==> config.mk <==
export PLATFORM = sky130hd
export DESIGN_NAME = fpnew_sdotp_rr_arbiter
export DESIGN_NICKNAME = d
export VERILOG_FILES = /design/src/rtl/fpnew_sdotp_rr_arbiter.sv
export SDC_FILE = /design/constraint.sdc
export NUM_CORES = 1
export LEC_CHECK = 0
export BUFFER_PORTS_ARGS = -buffer_cell sky130_fd_sc_hd__buf_2
export CORE_AREA = 10 10 528 530
export CTS_CLUSTER_DIAMETER = 80
export CTS_CLUSTER_SIZE = 20
export DETAILED_ROUTE_END_ITERATION = 12
export DIE_AREA = 0 0 538 540
export SLEW_MARGIN = 20
export SYNTH_ARGS = -nofsm -noshare
export SYNTH_HDL_FRONTEND = slang
export SYNTH_SLANG_ARGS = --single-unit
==> constraint.sdc <==
create_clock -name clk_i -period 2.64 [get_ports clk_i]
set_input_delay 0.132 -clock clk_i [delete_from_list [all_inputs] [get_ports clk_i]]
set_output_delay 0.132 -clock clk_i [all_outputs]
set_load 0.01 [all_outputs]
==> src/rtl/fpnew_sdotp_rr_arbiter.sv <==
// Round-robin issue arbiter plus in-order response router that shares one sdotp unit between NumReq requesters.
// Optional perf counters are built when FPNEW_SDOTP_ARB_PERF_EN is defined.
module fpnew_sdotp_rr_arbiter #(
  parameter int unsigned NumReq         = 4,
  parameter int unsigned LaneWidth      = 64,
  parameter int unsigned TagWidth       = 4,
  parameter int unsigned MaxOutstanding = 4,
  parameter int unsigned OpWidth        = 4,
  parameter int unsigned FmtWidth       = 3,
  parameter int unsigned RndWidth       = 3,
  parameter int unsigned StatusWidth    = 5
) (
  input  logic                                   clk_i,
  input  logic                                   rst_i,
  input  logic [NumReq-1:0]                      req_valid_i,
  output logic [NumReq-1:0]                      req_ready_o,
  input  logic [NumReq-1:0][2:0][LaneWidth-1:0]  req_operands_i,
  input  logic [NumReq-1:0][OpWidth-1:0]         req_op_i,
  input  logic [NumReq-1:0]                      req_op_mod_i,
  input  logic [NumReq-1:0][FmtWidth-1:0]        req_src_fmt_i,
  input  logic [NumReq-1:0][FmtWidth-1:0]        req_dst_fmt_i,
  input  logic [NumReq-1:0][RndWidth-1:0]        req_rnd_mode_i,
  input  logic [NumReq-1:0][TagWidth-1:0]        req_tag_i,
  output logic [2:0][LaneWidth-1:0]              unit_operands_o,
  output logic [OpWidth-1:0]                     unit_op_o,
  output logic                                   unit_op_mod_o,
  output logic [FmtWidth-1:0]                    unit_src_fmt_o,
  output logic [FmtWidth-1:0]                    unit_dst_fmt_o,
  output logic [RndWidth-1:0]                    unit_rnd_mode_o,
  output logic [TagWidth-1:0]                    unit_tag_o,
  output logic                                   unit_valid_o,
  input  logic                                   unit_ready_i,
  output logic                                   unit_flush_o,
  input  logic [LaneWidth-1:0]                   unit_result_i,
  input  logic [StatusWidth-1:0]                 unit_status_i,
  input  logic                                   unit_ext_bit_i,
  input  logic [TagWidth-1:0]                    unit_tag_i,
  input  logic                                   unit_out_valid_i,
  output logic                                   unit_out_ready_o,
  input  logic                                   unit_busy_i,
  output logic [NumReq-1:0]                      rsp_valid_o,
  input  logic [NumReq-1:0]                      rsp_ready_i,
  output logic [LaneWidth-1:0]                   rsp_result_o,
  output logic [StatusWidth-1:0]                 rsp_status_o,
  output logic                                   rsp_ext_bit_o,
  output logic [TagWidth-1:0]                    rsp_tag_o,
  input  logic                                   flush_i,
  output logic                                   busy_o,
  output logic [NumReq-1:0][31:0]                perf_grants_o,
  output logic [31:0]                            perf_stall_o
);

  localparam int unsigned IdWidth  = $clog2(NumReq);
  localparam int unsigned PtrWidth = (MaxOutstanding > 1) ? $clog2(MaxOutstanding) : 1;
  localparam int unsigned CntWidth = $clog2(MaxOutstanding + 1);

  logic [IdWidth-1:0]                        rr_ptr_q, rr_ptr_d;
  logic [CntWidth-1:0]                       cnt_q, cnt_d;
  logic [PtrWidth-1:0]                       rd_ptr_q, rd_ptr_d, wr_ptr_q, wr_ptr_d;
  logic                                      lock_q, lock_d;
  logic [IdWidth-1:0]                        lock_idx_q, lock_idx_d;
  logic [MaxOutstanding-1:0][IdWidth-1:0]    id_mem_q, id_mem_d;

  logic               gnt_valid;
  logic [IdWidth-1:0] gnt_idx;
  logic [IdWidth-1:0] cand;
  logic               full, empty, issue, pop;
  logic [IdWidth-1:0] head;

  function automatic logic [PtrWidth-1:0] ptr_inc(input logic [PtrWidth-1:0] p);
    return (p == PtrWidth'(MaxOutstanding - 1)) ? '0 : p + PtrWidth'(1);
  endfunction

  assign full  = (cnt_q == CntWidth'(MaxOutstanding));
  assign empty = (cnt_q == '0);
  assign head  = id_mem_q[rd_ptr_q];

  // Grant selection: a locked grant is held until its handshake, otherwise search from rr_ptr.
  always_comb begin
    gnt_valid = 1'b0;
    gnt_idx   = '0;
    cand      = '0;
    if (lock_q) begin
      gnt_valid = req_valid_i[lock_idx_q];
      gnt_idx   = lock_idx_q;
    end else begin
      for (int unsigned i = 0; i < NumReq; i++) begin
        cand = IdWidth'((32'(rr_ptr_q) + i) % NumReq);
        if (!gnt_valid && req_valid_i[cand]) begin
          gnt_valid = 1'b1;
          gnt_idx   = cand;
        end
      end
    end
    if (rst_i || flush_i || full) gnt_valid = 1'b0;
  end

  assign issue = gnt_valid & unit_ready_i;

  always_comb begin
    req_ready_o          = '0;
    req_ready_o[gnt_idx] = issue;
  end

  assign unit_valid_o    = gnt_valid;
  assign unit_operands_o = req_operands_i[gnt_idx];
  assign unit_op_o       = req_op_i[gnt_idx];
  assign unit_op_mod_o   = req_op_mod_i[gnt_idx];
  assign unit_src_fmt_o  = req_src_fmt_i[gnt_idx];
  assign unit_dst_fmt_o  = req_dst_fmt_i[gnt_idx];
  assign unit_rnd_mode_o = req_rnd_mode_i[gnt_idx];
  assign unit_tag_o      = req_tag_i[gnt_idx];
  assign unit_flush_o    = flush_i;

  // Response routing to the FIFO head; stray or flushed responses are accepted and dropped.
  always_comb begin
    rsp_valid_o      = '0;
    unit_out_ready_o = 1'b0;
    if (!rst_i) begin
      if (flush_i || empty) begin
        unit_out_ready_o = 1'b1;
      end else begin
        unit_out_ready_o  = rsp_ready_i[head];
        rsp_valid_o[head] = unit_out_valid_i;
      end
    end
  end

  assign pop           = unit_out_valid_i & unit_out_ready_o & ~empty & ~flush_i & ~rst_i;
  assign rsp_result_o  = unit_result_i;
  assign rsp_status_o  = unit_status_i;
  assign rsp_ext_bit_o = unit_ext_bit_i;
  assign rsp_tag_o     = unit_tag_i;
  assign busy_o        = (cnt_q != '0) | unit_busy_i;

  always_comb begin
    rr_ptr_d   = rr_ptr_q;
    cnt_d      = cnt_q;
    rd_ptr_d   = rd_ptr_q;
    wr_ptr_d   = wr_ptr_q;
    lock_d     = lock_q;
    lock_idx_d = lock_idx_q;
    id_mem_d   = id_mem_q;
    if (flush_i) begin
      cnt_d    = '0;
      rd_ptr_d = '0;
      wr_ptr_d = '0;
      lock_d   = 1'b0;
    end else begin
      if (issue) begin
        id_mem_d[wr_ptr_q] = gnt_idx;
        wr_ptr_d           = ptr_inc(wr_ptr_q);
        rr_ptr_d           = (gnt_idx == IdWidth'(NumReq - 1)) ? '0 : gnt_idx + IdWidth'(1);
        lock_d             = 1'b0;
      end else if (gnt_valid) begin
        lock_d     = 1'b1;
        lock_idx_d = gnt_idx;
      end
      if (pop) rd_ptr_d = ptr_inc(rd_ptr_q);
      case ({issue, pop})
        2'b10:   cnt_d = cnt_q + CntWidth'(1);
        2'b01:   cnt_d = cnt_q - CntWidth'(1);
        default: cnt_d = cnt_q;
      endcase
    end
  end

  always_ff @(posedge clk_i) begin
    if (rst_i) begin
      rr_ptr_q   <= '0;
      cnt_q      <= '0;
      rd_ptr_q   <= '0;
      wr_ptr_q   <= '0;
      lock_q     <= 1'b0;
      lock_idx_q <= '0;
      id_mem_q   <= '0;
    end else begin
      rr_ptr_q   <= rr_ptr_d;
      cnt_q      <= cnt_d;
      rd_ptr_q   <= rd_ptr_d;
      wr_ptr_q   <= wr_ptr_d;
      lock_q     <= lock_d;
      lock_idx_q <= lock_idx_d;
      id_mem_q   <= id_mem_d;
    end
  end

`ifdef FPNEW_SDOTP_ARB_PERF_EN
  logic [NumReq-1:0][31:0] perf_grants_q, perf_grants_d;
  logic [31:0]             perf_stall_q, perf_stall_d;

  // Saturating counters, cleared only by reset.
  always_comb begin
    perf_grants_d = perf_grants_q;
    perf_stall_d  = perf_stall_q;
    if (issue && (perf_grants_q[gnt_idx] != '1))
      perf_grants_d[gnt_idx] = perf_grants_q[gnt_idx] + 32'd1;
    if ((|req_valid_i) && full && (perf_stall_q != '1))
      perf_stall_d = perf_stall_q + 32'd1;
  end

  always_ff @(posedge clk_i) begin
    if (rst_i) begin
      perf_grants_q <= '0;
      perf_stall_q  <= '0;
    end else begin
      perf_grants_q <= perf_grants_d;
      perf_stall_q  <= perf_stall_d;
    end
  end

  assign perf_grants_o = perf_grants_q;
  assign perf_stall_o  = perf_stall_q;
`else
  assign perf_grants_o = '0;
  assign perf_stall_o  = '0;
`endif

  a_rsp_needs_inflight: assert property (@(posedge clk_i) disable iff (rst_i)
    !(unit_out_valid_i && empty && !flush_i));

endmodule

# Word-level counts from Yosys, hierarchy flattened
# Index checks and enable logic that the tools add are counted.
# classes
n_bitwise	12
n_eq_ne	6
addsub	8
n_mux	57
n_reduce_logical	19
n_lt_le_gt_ge	12
# op_table
op	n
192-bit binary-select mux with 2-bit select	1
192-bit 2-to-1 mux	1
2-bit by 3-bit less-than comparator with 1-bit output, second input constant	9
1-bit 2-to-1 mux	20
2-bit 2-to-1 mux	10
3-bit binary-select mux with 2-bit select	3
4-bit binary-select mux with 2-bit select	2
4-bit 2-to-1 mux	4
1-bit binary-select mux with 2-bit select	7
3-bit 2-to-1 mux	3
2-bit by 1-bit adder with 2-bit output, second input constant	4
4-bit bitwise AND	2
8-bit bitwise mux	1
2-bit == test, second input constant	4
2-bit by 1-bit >= comparator with 1-bit output, second input constant	3
1-bit logical AND	6
3-bit one-hot mux with 2 select lines	1
1-bit bitwise AND	5
2-bit adder, second input constant	2
2-bit binary-select mux with 2-bit select	1
1-bit demux with 2-bit select	2
2-bit demux with 2-bit select	1
1-bit inverter	4
3-bit by 1-bit adder with 3-bit output, second input constant	1
other kinds (13)	17
# word_totals
elab_cells	124
in_bits	928
output_inout_bits	456
reg_bits	20

# Depth between registers and ports, before layout
# Gate-level depths: netlist of the first run.
# depth
depth_word	21
mapped_depth	12
depth_no_buf	10

# Least setup slack after synthesis of the first run
# Ideal clock, no wire load.
# synth_timing
path_kind	reg-to-reg
startpoint	register rd_ptr_q[1]
endpoint	register cnt_q[2]
arrival_time_ns	2.747
stages_incl_launch_ff	11
n_path_buf	0
setup_slack_ns	-0.177
cell_sequence	dfxtp_1 -> mux4_2 -> mux2i_1 -> mux2_2 -> nor2_1 -> ha_1 -> inv_1 -> fa_1 -> xor2_1 -> or3_1 -> a21oi_1
# synth_between
elab_chain_len	12
elab_cells_between_ends	14
classes_between	2 x eq/ne; 7 x mux; 4 x bitwise; 1 x reduce/logical
# synth_rtl
item	line_no	source
start, declared	59	logic [PtrWidth-1:0] rd_ptr_q, rd_ptr_d, wr_ptr_q, wr_ptr_d;
start signal, assigned	180	rd_ptr_q <= rd_ptr_d;
2-bit binary-select mux with 2-bit select (*)	76	assign head = id_mem_q[rd_ptr_q];
2-bit 2-to-1 mux (implied by the code) (*)	76	
1-bit binary-select mux with 2-bit select (*)	123	unit_out_ready_o = rsp_ready_i[head];
1-bit 2-to-1 mux (implied by the code) (*)	123	
1-bit 2-to-1 mux (*)	120	if (flush_i || empty) begin
1-bit 2-to-1 mux (*)	119	if (!rst_i) begin
1-bit bitwise AND (*) (4 in series)	129	assign pop = unit_out_valid_i & unit_out_ready_o & ~empty & ~flush_i & ~rst_i;
net pop	67	logic full, empty, issue, pop;
2-bit by 1-bit == test with 1-bit output or 2-bit == test (tied branches)	160	case ({issue, pop})
3-bit one-hot mux with 2 select lines or 2-bit nonzero test (tied branches)	n/a	
end signal, assigned	179	cnt_q <= cnt_d;
end, declared	58	logic [CntWidth-1:0] cnt_q, cnt_d;
# The timed path passes the listed nets; every way through them passes the cells marked *. The select of a mux whose other input is x is not followed.
# A chain may end at the register's enable or synchronous reset.

==> run_results.csv, run 1 <==
group,metric,value,unit
outcome,status,"complete, but fails checks",
outcome,violations,"negative setup slack",
cts,clk_path_buf_depth,2,
global_routing,use_met3,10.1,%
worst_setup_path,worstSetupPathType,"register to primary output",
cts,clk_pin_slew,0.06,ns
cts,cts_tree,"done",
power_and_ir_drop,power_density,322,nW/um^2
synthesis,synthDistinctLibCells,40,
finish,nFillCells,31328,
finish,layout-drive-gt1-share,64.3,%
floorplan,io_pins,1384,
power_and_ir_drop,internal_power,3.76,mW
worst_setup_path,r2r_end,"cnt_q[2]",
worst_setup_path,crit_arrival,2.66,ns
finish,design_area,23000,sq um
worst_setup_path,worstSetupStartpoint,"rr_ptr_q[1]",
timing,hold_viol,0,
synthesis,synth_area_leaders,"mux2i_1 (65%), buf_4 (18%), dfxtp_1 (4.1%)",
synthesis,synth_top_area_cell,"mux2i_1",
worst_setup_path,cp-endpoint,"unit_operands_o[145]",
global_routing,busiest_layer,"met2",
timing,rsz0062_at_grt,"true",
place,hpwl,195000,um
synthesis,synthCells,1091,
finish,fin_cells,5867,
drt,post-route-drc-count,0,
power_and_ir_drop,peakVddDrop,0.136,mV
finish,syn2layout_area_growth,135,%
place,placed_area,20100,sq um
power_and_ir_drop,seq_power_share,4.2,%
global_routing,antenna_found_initial,375,
cts,holdBufCountCts,0,
power_and_ir_drop,power_frac_clock,5.8,%
place,port_buffers,1075,
global_routing,grtUsageMet2,20.3,%
drt,wire_per_inst,35.1,um
timing,slew_violations,0,
drt,initialDrtViolationCount,695,
place,gp_congestion,0.909,
cts,ctsRootBufferMaster,"clkbuf_16",
worst_setup_path,slowest_stage,"a311o_2",
floorplan,die_area,291000,sq um
drt,antenna_left,0,
floorplan,initial_utilization,3.66,%
worst_setup_path,r2r_slack,-0.06,ns
drt,drtPass1Iterations,5,
worst_setup_path,crit-reg2reg-launch,"rd_ptr_q[1]",
timing,fin_setup_tns,-12.16,ns
cts,clk_latency,0.26,ns
min_path,hp-class,"primary input to register",
place,dp_cells,5708,
timing,fmax,358,MHz
cts,cts_inserted_buffers,3,
place,dpl_worst_slack,-0.417,ns
power_and_ir_drop,p_sw,3.62,mW
power_and_ir_drop,pwr-share-comb,90.0,%
worst_setup_path,worstSetupEndpointType,"primary output",
global_routing,grt_pass1_vias,14012,
floorplan,die_w,538,um
global_routing,globalRouteMet1Util,14.4,%
finish,layout_commonest_cell,"buf_2",
floorplan,die_h,540,um
synthesis,synth_top_area_share,65.1,%
drt,via_count,14793,
global_routing,grt_usage,13.2,%
cts,cts_max_level,1,
synthesis,yosysSeqAreaShare,4.09,%
timing,setup_viol,183,
global_routing,grt_max_degree,28,
job,cap_violations,0,
synthesis,yosysWarnings,0,
global_routing,grt-ovfl-total,0,
worst_setup_path,r2r.worst_path.cells,10,
finish,postLayoutCoreUtil,8.58,%
finish,nets,3171,
synthesis,syn_area_per_cell,8.97,sq um
worst_setup_path,cp_slowest_stage_delay,0.42,ns
worst_setup_path,cp_max_fo,10,
worst_setup_path,cp_common_cell,"buf_12",
timing,min_period,2.79,ns
synthesis,synth-seq-cells,20,
synthesis,syn_area,9790,sq um
floorplan,fp-row-count,190,
power_and_ir_drop,switching_share,49.1,%
floorplan,core,267000,sq um
worst_setup_path,required,2.51,ns
timing,fin_skew,0.00418,ns
power_and_ir_drop,p_leak,9.66,nW
finish,most-common-layout-cells,"buf_2 (970), mux2i_1 (518), conb_1 (160), buf_4 (153), buf_12 (76)",
worst_setup_path,crit_chain,"and4bb_1 > o21a_1 > a311o_2 > inv_16 > buf_12 > clkbuf_16 > buf_12 > mux2i_4 > mux2i_1 > buf_2",
global_routing,grt_pass1_wl,234000,um
drt,viasPerCell,2.52,
worst_setup_path,cp-start-kind,"register",
cts,cts.sinks,20,
drt,wl,206000,um
timing,setup_slack,-0.150,ns
timing,period_share,106,%
## cells in the mapped netlist (all sizes together)
cell and n:
a211oi 1, a21o 1, a21oi 16, a311o 1, a31oi 2, and2 5
and3 1, and4bb 1, buf 304, clkbuf 5, conb 1, dfxtp 20
fa 1, ha 10, inv 13, mux2 2, mux2i 637, mux4 3
nand2 16, nand3 9, nand3b 1, nand4 5, nor2 16, nor2b 1
nor3 2, nor4bb 1, o21a 1, o21ai 1, o221ai 1, o31a 1
or2 5, or3 4, or4 1, xor2 2
## how the worst min path moves through the flow
stage	start	end	slack, ns	depth (start not counted)
floorplan	rst_i	id_mem_q[0]	0.20	1
global placement	unit_result_i[28]	rsp_result_o[28]	0.26	0
detailed placement	unit_result_i[28]	rsp_result_o[28]	0.26	0
CTS	rst_i	lock_idx_q[0]	0.24	2
global route	unit_result_i[42]	rsp_result_o[42]	0.26	0
finish	rst_i	lock_idx_q[0]	0.25	2
## critical path: cells and delay by family, from the launching register on
family,cells,cell delay (ns)
muxes,2,0.41
DFF,1,0.34
and+or+nand+nor,1,0.20
buffers and inverters,5,0.79
AOI/OAI and AO/OA,2,0.59
## layer usage
layer	vias up	share of wire (%)
met2	1541	42
met3	625	18
li1	5980	-
met5	-	0.64
met1	6451	36
met4	196	3.7
## logic make-up after synthesis
group                      Yosys count  synth area share [%]
other                                1                0.0383
adders and majority gates           11                  1.48
and+or+nand+nor                     68                  3.52
AOI/OAI and AO/OA                   25                  1.57
DFF                                 20                  4.09
muxes                              642                  66.1
xor gates and xnor gates             2                 0.179
buffers and inverters              322                  23.1
## per-stage QoR
stage	hold slack (ns)	total power, mW
2_1_floorplan	0.201	2.69
3_3_place_gp	0.264	6.01
3_5_place_dp	0.264	6.05
4_1_cts	0.244	7.13
5_1_grt	0.264	7.88
6_report	0.249	7.38
## layout make-up
class                   count  area [sq um]  share of cell area [%]
repair buffers           1285          9010                    39.2
multi-input cells         908          8680                    37.8
well taps                3552          4440                    19.4
flip-flops and latches     20           405                    1.77
diodes                     84           210                   0.916
clock buffers               3          75.1                   0.327
inverters                  13          75.1                   0.327
clock inverters             1          30.0                   0.131
repair inverters            1          30.0                   0.131
## sequential cells by signal, summed over array words and instances (netlist names)
register,count
rd_ptr_q,2
lock_q,1
rr_ptr_q,2
wr_ptr_q,2
lock_idx_q,2
cnt_q,3
id_mem_q,8
## repair_timing
item,4_1_cts,5_1_grt
setup endpoints to repair,209,214
pin swaps,3,5
buffers inserted,31,24
cloned,7,15
gates resized for setup,211,171
## power groups by stage
stage / Combinational [mW] / Clock [mW] / Sequential (mW)
final: 6.64 / 0.428 / 0.311
after global routing: 7.13 / 0.443 / 0.312
after CTS: 6.39 / 0.432 / 0.311
after detailed placement: 5.74 / 0 / 0.317
after global placement: 5.69 / 0 / 0.317
after floorplan: 2.37 / 0 / 0.317
No activity file was read; power rests on OpenSTA's default activity.
==> inputs of run 2 (changes only) <==
--- a/config.mk
+++ b/config.mk
@@ -6,11 +6,11 @@
 export NUM_CORES = 1
 export LEC_CHECK = 0
 export BUFFER_PORTS_ARGS = -buffer_cell sky130_fd_sc_hd__buf_2
-export CORE_AREA = 10 10 528 530
+export CORE_AREA = 10 10 535 537
 export CTS_CLUSTER_DIAMETER = 80
 export CTS_CLUSTER_SIZE = 20
 export DETAILED_ROUTE_END_ITERATION = 12
-export DIE_AREA = 0 0 538 540
+export DIE_AREA = 0 0 545 547
 export SLEW_MARGIN = 20
 export SYNTH_ARGS = -nofsm -noshare
 export SYNTH_HDL_FRONTEND = slang
==> constraint.sdc (replaced) <==
create_clock -name clk_i -period 3.1 [get_ports clk_i]
set_input_delay 0.155 -clock clk_i [delete_from_list [all_inputs] [get_ports clk_i]]
set_output_delay 0.155 -clock clk_i [all_outputs]
set_load 0.01 [all_outputs]
==> run_results.csv, run 2 (synthesized netlist as in run 1, its figures left out) <==
group,metric,value,unit
power_and_ir_drop,power,5.59,mW
global_routing,grt-ovfl-total,0,
place,port_buffers,1075,
cts,cts_max_level,1,
floorplan,die_area,298000,sq um
timing,fin_skew,0.00272,ns
drt,viasPerCell,2.49,
place,hpwl,200000,um
worst_setup_path,cp_slowest_stage_delay,0.40,ns
timing,hold_viol,0,
finish,syn2layout_area_growth,115,%
drt,via_count,14724,
cts,clk_pin_slew,0.06,ns
finish,nFillCells,32393,
drt,wl,209000,um
worst_setup_path,crit_arrival,2.96,ns
cts,clk_path_buf_depth,2,
min_path,hp-class,"primary input to register",
finish,largest_reg_flops,8,
timing,fmax,321,MHz
cts,clk_latency,0.25,ns
cts,cts_inserted_buffers,3,
timing,setup_viol,2,
cts,cts_tree,"done",
floorplan,fp-row-count,193,
drt,topRoutingLayerUsed,"met5",
outcome,status,"complete, but fails checks",
min_path,worstHoldStart,"rst_i",
outcome,violations,"negative setup slack",
timing,slew_violations,0,
drt,drtPass1Iterations,5,
drt,post-route-drc-count,0,
global_routing,grt_usage,13.2,%
drt,met3WireLength,41200,um
finish,nets,3056,
global_routing,antenna_found_initial,405,
worst_setup_path,cp_max_fo,8,
finish,most-common-layout-cells,"buf_2 (1025), mux2i_1 (562), conb_1 (160), buf_4 (65), buf_12 (56)",
drt,initialDrtViolationCount,1060,
place,placed_area,19600,sq um
drt,met1Wirelength,72900,um
floorplan,core,276000,sq um
worst_setup_path,required,2.94,ns
floorplan,die_h,547,um
timing,fin_setup_tns,-0.0288,ns
finish,regMostFlops,"id_mem_q",
cts,cts.sinks,20,
drt,wire_per_inst,35.4,um
worst_setup_path,cp_common_cell,"buf_16",
power_and_ir_drop,power_density,266,nW/um^2
floorplan,die_w,545,um
drt,antenna_left,0,
place,dpl_worst_slack,-0.567,ns
global_routing,grt_pass1_vias,13601,
timing,min_period,3.12,ns
worst_setup_path,worstSetupEndpointType,"primary output",
worst_setup_path,cp-start-kind,"register",
timing,tightest_slew,0.529,ns
place,gp_congestion,0.924,
global_routing,grt_max_degree,54,
floorplan,initial_utilization,3.55,%
timing,relSlewSlack,63.7,%
worst_setup_path,worstSetupStartpoint,"rr_ptr_q[1]",
worst_setup_path,crit-reg2reg-launch,"lock_idx_q[0]",
finish,layout-drive-gt1-share,59.8,%
finish,multi_input_area,8300,sq um
worst_setup_path,worstSetupPathType,"register to primary output",
power_and_ir_drop,p_leak,8.75,nW
worst_setup_path,slowest_stage,"mux2i_2",
job,cap_violations,0,
global_routing,grt_pass1_wl,239000,um
worst_setup_path,cpLargestDelayFamily,"buffers and inverters",
worst_setup_path,cp.buffers_inverters,5,
finish,regArea,405,sq um
timing,rsz0062_at_grt,"true",
timing,period_share,101,%
floorplan,io_pins,1384,
cts,ctsRootBufferMaster,"clkbuf_16",
worst_setup_path,crit_chain,"and4bb_1 > o21a_1 > a311o_1 > bufinv_16 > buf_16 > buf_16 > buf_16 > mux2i_2 > mux2i_1 > buf_2",
power_and_ir_drop,peakVddDrop,0.161,mV
cts,holdBufCountCts,0,
finish,layout_commonest_cell,"buf_2",
drt,met2_length,86200,um
finish,top_regs,"id_mem_q (8), cnt_q (3)",
finish,design_area,21000,sq um
timing,setup_slack,-0.0199,ns
## run 2: cell types whose count changed in the layout (fill, tap and decap cells not counted), moves of 18 or more
cell / change
buf_4: -88
mux2i_1: +44
buf_2: +55
mux2i_4: -18
mux2i_2: -26
buf_12: -20
buf_6: -33
## run 2: power breakdown
part / total [mW] / switching (mW) / internal (mW)
logic: 5.03 / 2.88 / 2.15
registers: 0.266 / 0.00457 / 0.261
clock network: 0.293 / 0.0961 / 0.197
total: 5.59 / 2.98 / 2.60
## run 2: area by class of cell
cell class / instances / area share (%)
clock buffers: 4 / 0.422
inverters: 13 / 0.393
diodes: 91 / 1.08
multi-input cells: 908 / 39.5
flip-flops and latches: 20 / 1.93
well taps: 3705 / 22.0
repair buffers: 1171 / 34.7
## run 2: repair_timing
action / in CTS / in global routing
gates cloned: 7 / 1
pin swaps: 1 / 1
setup endpoints to repair: 86 / 44
resized for setup: 133 / 21
buffers inserted: 9 / 3
endpoints found under the hold margin: 0 / 0
## run 2: path summary, 6_finish.rpt
check                              to  slack, ns  cells after the start
setup / recovery  unit_operands_o[64]      -0.02                     10
hold / removal          lock_idx_q[1]       0.25                      2
setup reg to reg             cnt_q[2]       0.16                     10
hold reg to reg           id_mem_q[3]       0.46                      2
## run 2: stage by stage
step | utilization, % | cells | hold WS (ns)
4_1_cts | 7.49 | 5817 | 0.248
5_1_grt | 7.56 | 5837 | 0.286
3_3_place_gp | 7.12 | 5797 | 0.310
2_1_floorplan | - | 1250 | 0.224
3_5_place_dp | 7.12 | 5797 | 0.310
6_report | 7.63 | 5912 | 0.250
## run 2: routing by layer
metal	up-vias	GRT usage [%]
met1	6363	13.8
met2	1682	20.3
met4	238	2.32
li1	5759	-
met5	-	0
met3	682	11.4
